File: src/rtl/eaglesong_absorb.sv
// eaglesong_absorb: absorbing-phase front end for the Eaglesong sponge.
// Packs a byte stream into 32-bit words, appends the delimiter, XORs each
// 256-bit rate block into the 512-bit state and runs the permutation once
// per block. Optional feature macro: EAGLESONG_ABSORB_LEN_CNT_EN adds the
// msg_len output (saturating count of accepted message bytes).
module eaglesong_absorb #(
    parameter logic [7:0] DELIMITER = 8'h06
) (
    input  logic              clk,
    input  logic              reset_n,
    input  logic              in_valid,
    input  logic [7:0]        in_data,
    input  logic              in_last,
    output logic              in_ready,
    output logic [15:0][31:0] perm_state,
    output logic              perm_start,
    input  logic [15:0][31:0] perm_result,
    input  logic              perm_done,
    output logic [15:0][31:0] state_out,
    output logic              state_valid,
    input  logic              state_ack
`ifdef EAGLESONG_ABSORB_LEN_CNT_EN
    ,
    output logic [31:0]       msg_len
`endif
);

    typedef enum logic [2:0] {
        S_IDLE,
        S_FILL,
        S_LAUNCH,
        S_WAIT,
        S_DONE
    } state_t;

    state_t             cur, nxt;
    logic [15:0][31:0]  st;          // sponge state
    logic [7:0][31:0]   rbuf;        // rate block being filled
    logic [4:0]         bc;          // byte position within the block
    logic               final_blk;   // the block in flight is the last one
    logic               pad_only;    // message ended on a block boundary
    logic               accept;
    logic               done_hit;
    logic [2:0]         widx, didx;
    logic [31:0]        shifted, with_delim;

    assign state_out = st;

    // next-state decode and byte packing helpers
    always_comb begin
        nxt        = cur;
        accept     = in_valid && in_ready && (cur == S_IDLE || cur == S_FILL);
        // perm_start is high exactly during the first WAIT cycle, so it masks
        // a done level left over from the previous block
        done_hit   = (cur == S_WAIT) && perm_done && !perm_start;
        widx       = bc[4:2];
        didx       = widx + 3'd1;
        shifted    = (rbuf[widx] << 8) ^ {24'h0, in_data};
        with_delim = (shifted << 8) ^ {24'h0, DELIMITER};
        case (cur)
            S_IDLE, S_FILL: begin
                if (accept) begin
                    if (in_last || bc == 5'd31) nxt = S_LAUNCH;
                    else                        nxt = S_FILL;
                end
            end
            S_LAUNCH: nxt = S_WAIT;
            S_WAIT: begin
                if (done_hit) begin
                    if (final_blk)     nxt = S_DONE;
                    else if (pad_only) nxt = S_LAUNCH;
                    else               nxt = S_FILL;
                end
            end
            S_DONE: begin
                if (state_ack) nxt = S_IDLE;
            end
            default: nxt = S_IDLE;
        endcase
    end

    // state register and registered handshake/status outputs
    always_ff @(posedge clk or negedge reset_n) begin
        if (!reset_n) begin
            cur         <= S_IDLE;
            in_ready    <= 1'b0;
            state_valid <= 1'b0;
            perm_start  <= 1'b0;
        end else begin
            cur         <= nxt;
            in_ready    <= (nxt == S_IDLE) || (nxt == S_FILL);
            state_valid <= (nxt == S_DONE);
            perm_start  <= (cur == S_LAUNCH);
        end
    end

    // datapath: packing, launch vector, result capture and clearing
    always_ff @(posedge clk or negedge reset_n) begin
        if (!reset_n) begin
            st         <= '0;
            rbuf       <= '0;
            bc         <= '0;
            final_blk  <= 1'b0;
            pad_only   <= 1'b0;
            perm_state <= '0;
        end else begin
            case (cur)
                S_IDLE, S_FILL: begin
                    if (accept) begin
                        bc <= bc + 5'd1;
                        if (in_last && bc != 5'd31) begin
                            final_blk <= 1'b1;
                            // delimiter is the byte after the last one; it
                            // opens the next word when the current one is full
                            if (bc[1:0] == 2'd3) begin
                                rbuf[widx] <= shifted;
                                rbuf[didx] <= {24'h0, DELIMITER};
                            end else begin
                                rbuf[widx] <= with_delim;
                            end
                        end else begin
                            rbuf[widx] <= shifted;
                            if (in_last) pad_only <= 1'b1;
                        end
                    end
                end
                S_LAUNCH: begin
                    for (int i = 0; i < 8; i++) perm_state[i] <= st[i] ^ rbuf[i];
                    for (int i = 8; i < 16; i++) perm_state[i] <= st[i];
                    rbuf <= '0;
                    bc   <= '0;
                end
                S_WAIT: begin
                    if (done_hit) begin
                        st <= perm_result;
                        if (!final_blk && pad_only) begin
                            rbuf[0]   <= {24'h0, DELIMITER};
                            final_blk <= 1'b1;
                            pad_only  <= 1'b0;
                        end
                    end
                end
                S_DONE: begin
                    if (state_ack) begin
                        st        <= '0;
                        final_blk <= 1'b0;
                        pad_only  <= 1'b0;
                    end
                end
                default: ;
            endcase
        end
    end

`ifdef EAGLESONG_ABSORB_LEN_CNT_EN
    // saturating count of accepted bytes, cleared when the result is released
    always_ff @(posedge clk or negedge reset_n) begin
        if (!reset_n) begin
            msg_len <= '0;
        end else if (cur == S_DONE && state_ack) begin
            msg_len <= '0;
        end else if (accept && msg_len != 32'hFFFF_FFFF) begin
            msg_len <= msg_len + 32'd1;
        end
    end
`endif

endmodule

File: config.mk
export PLATFORM = sky130hd
export DESIGN_NAME = eaglesong_absorb
export DESIGN_NICKNAME = d
export VERILOG_FILES = /design/src/rtl/eaglesong_absorb.sv
export SDC_FILE = /design/constraint.sdc
export NUM_CORES = 2
export LEC_CHECK = 0
export BUFFER_PORTS_ARGS = -buffer_cell sky130_fd_sc_hd__buf_2
export CORE_AREA = 5 5 602 604
export DETAILED_ROUTE_END_ITERATION = 8
export DIE_AREA = 0 0 607 609
export GPL_TIMING_DRIVEN = 0
export MAX_ROUTING_LAYER = met4
export PLACE_DENSITY = 0.35
export SLEW_MARGIN = 20
export SYNTH_ARGS = -nofsm -noshare
export SYNTH_HDL_FRONTEND = slang
export SYNTH_SLANG_ARGS = --single-unit
File: constraint.sdc
create_clock -name clk -period 2.65 [get_ports clk]
set_input_delay 0.3975 -clock clk [delete_from_list [all_inputs] [get_ports clk]]
set_output_delay 0.3975 -clock clk [all_outputs]
set_load 0.02 [all_outputs]
==> run metrics <==
warning count from the yosys run 0; GRT Residual Overflow 0; Min Hold Slack -0.244 ns; clk sink count 1,293; Hold Fails Final Rpt 205; Critical Path RT 3.39 ns; CP Max Fanout 9; initial core utilization 14.3%; R2R Setup Slk 0.002 ns; area delta synth->final 54.0%; RSZ-0062 raised after global routing yes; Fillers 39,136; Core Box Area 357,000 µm²; clock slew at reported path FFs 0.06 ns; PD cells 1340 nW/µm²; register area share after synthesis 63.3%; initial antenna violation count 66; routability cong. 0.927; DRC Markers 0; Critical Path AT 3.39 ns; Final setup viols 0; DRT iter0 DRCs 3,631; IO buf count 1,546; Worst Path Class, Setup reg2reg; std cell rows 220; crit end category flop; die height 609 µm; largest cells by area after synthesis dfrtp_1 (63%), a22o_1 (9.7%), nand2_1 (6.0%); width of the chip 607 µm; f_max 378 MHz; fin. max-slew vios 0; final worst setup slack 0.00208 ns; Unique masters post-synth 78; Synth Cell Area 51,100 µm²; Clock Latency Late Sink 0.89 ns; Cells after Synth 4,496; post-synthesis register bit count 1,293; share of the synthesized area in the top cell type 63.3%; Main synth FF type dfrtp_1; clock root cell clkbuf_16; GRT Total Usage 19.6%; Final Net Count 7,379; WL final 369 mm; pin count of the biggest net entering global routing 126; Max Cap Viol 0; status finished, violations left; vias in the first global route 49,338; pre-CTS setup slack -1.30 ns; Mapped Nets 5,025; layout cell share with drive strength beyond 1 33.1%; dpl cells 10,841; Leak 37.4 nW; EDFF count, synth 0; H-tree levels 4; CTS tree yes; worst min path class in2async; Rel. slew slack 46.4%; total power 105 mW; I/O pin count 1,553; die area 370,000 µm²; antenna viol nets, final 0; Core Util, Final 22.1%; Final HPWL DP 300 mm; first-pass GRT wire length 479 mm; Non-Filler Instances 11,797; Worst-Margin Slew 0.805 ns; failing checks hold timing; CTS max path bufs 4; crit share post-route 99.9%; DR pass1 iterations 8; Avg Cell Area, Syn 11.4 µm²; Critical Path Source Type flop; Vias 47,592; peak supply drop 0.761 mV; clock buffer count from CTS 174; average wire per cell in the routed design 31.3 µm; DR vias/cell 4.03; Clock Skew 0.0619 ns; minimum clock period 2.65 ns; Synth area leader dfrtp_1; FFs w/ async S/R, synth 100%
-- cells in the mapped netlist (all sizes together), types with 4 or more instances --
library cell,instances
o21ai,114
o221ai,14
nand2,824
a21oi,279
nor2b,4
nor3,24
or3b,4
o211ai,5
o32a,4
nand3,14
and4b,4
xnor2,257
a211oi,6
nor2,320
mux4,4
a32o,9
mux2i,17
o31ai,13
mux2,6
inv,114
buf,185
o2bb2ai,28
a22o,567
dfrtp,1293
a221o,42
nor3b,5
clkbuf,145
a22oi,125
-- sequential cells by signal, summed over array words and instances, names as in the netlist --
register	count
in_ready	1
state_out	512
rbuf	256
perm_start	1
cur	3
pad_only	1
perm_state	512
final_blk	1
state_valid	1
bc	5
-- layout make-up --
cell class	count	area, µm²	share of cell area (%)
diodes	44	110	0.140
multi-input cells	2761	17600	22.3
plain buffers	326	2110	2.67
clock buffers	247	4980	6.32
inverters	114	428	0.543
flip-flops and latches	1293	32400	41.1
well taps	4773	5970	7.58
clock inverters	59	692	0.878
repair buffers	2180	14500	18.4
-- what timing repair did --
action                                 in CTS  in global routing
cloned                                      4                 13
setup endpoints to repair                1407                453
buffers inserted                           37                 33
resized for setup                         282                150
pin swaps                                  15                 19
endpoints found under the hold margin     806                132
hold buffers                              519                  5
-- per-layer routing --
layer,vias to the layer above,GRT usage [%],wire length [µm]
met3,459,5.28,28400
li1,20569,-,-
met1,24655,22.9,146000
met5,-,-,0
met4,0,6.14,13900
met2,1909,32.8,180000
-- critical path, stage by stage, from the launching register on --
cell and delay, ns:
dfrtp_1 0.42, ha_4 0.18, and2_4 0.15, ha_4 0.16, or4b_1 0.48, buf_6 0.16, o211a_4 0.24, a22o_1 0.19
buf_6 0.15, a221o_1 0.35
-- layout by cell type, fill, tap and decap left out, types with 11 or more instances in the layout --
cell type         n
buf_4            91
a21oi_1         274
nor3_1           12
clkbuf_8         41
nand2_1         823
buf_16           25
clkbuf_1         86
dfrtp_1        1293
a22oi_1         118
clkbuf_16       180
a22o_1          567
buf_6            38
mux2i_1          15
clkinvlp_4       11
dlygate4sd3_1   520
xnor2_1         256
clkbuf_4         23
buf_2          1659
a221o_1          42
clkinv_2         24
o21ai_1          40
o31ai_1          13
diode_2          44
clkbuf_2         69
buf_12           15
inv_1           112
o2bb2ai_1        25
nor2_1          310
o221ai_1         13
o21ai_0          70
-- kinds of logic (layout without fill, tap and decap cells) --
logic type,Yosys count,in the layout,share of synthesized area [%]
DFF,1293,1293,63.3
AOI/OAI and AO/OA,1239,1240,18.2
and+or+nand+nor,1231,1232,9.63
buffers and inverters,444,2926,3.72
xor gates and xnor gates,259,259,4.47
muxes,27,27,0.641
adders and majority gates,3,3,0.0734
other,0,44,0
-- through the flow --
stage	area, µm²	setup TNS (ns)
after floorplan	51100	0
after global placement	64800	-
after detailed placement	65500	-1270.46
after CTS	77700	-10.94
after global routing	78700	-0.712
final	78800	0
-- worst paths after layout --
| check | from | end | cells after the start |
|---|---|---|---|
| worst max register to register | bc[3] | rbuf[57] | 9 |
| worst max-delay path | bc[3] | rbuf[57] | 9 |
| worst min-delay path | reset_n | state_out[239] | 3 |
| worst min register to register | perm_state[325] | perm_state[325] | 2 |
| min in group clk | in_last | pad_only | 4 |
| max in group asynchronous | reset_n | state_out[364] | 8 |
-- report_power, final --
part / internal, mW / total [mW] / switching [mW]
clock network: 13.9 / 24.2 / 10.3
registers: 27.3 / 35.2 / 7.90
logic: 14.4 / 45.9 / 31.5
Power figures use the tool's default switching activity.
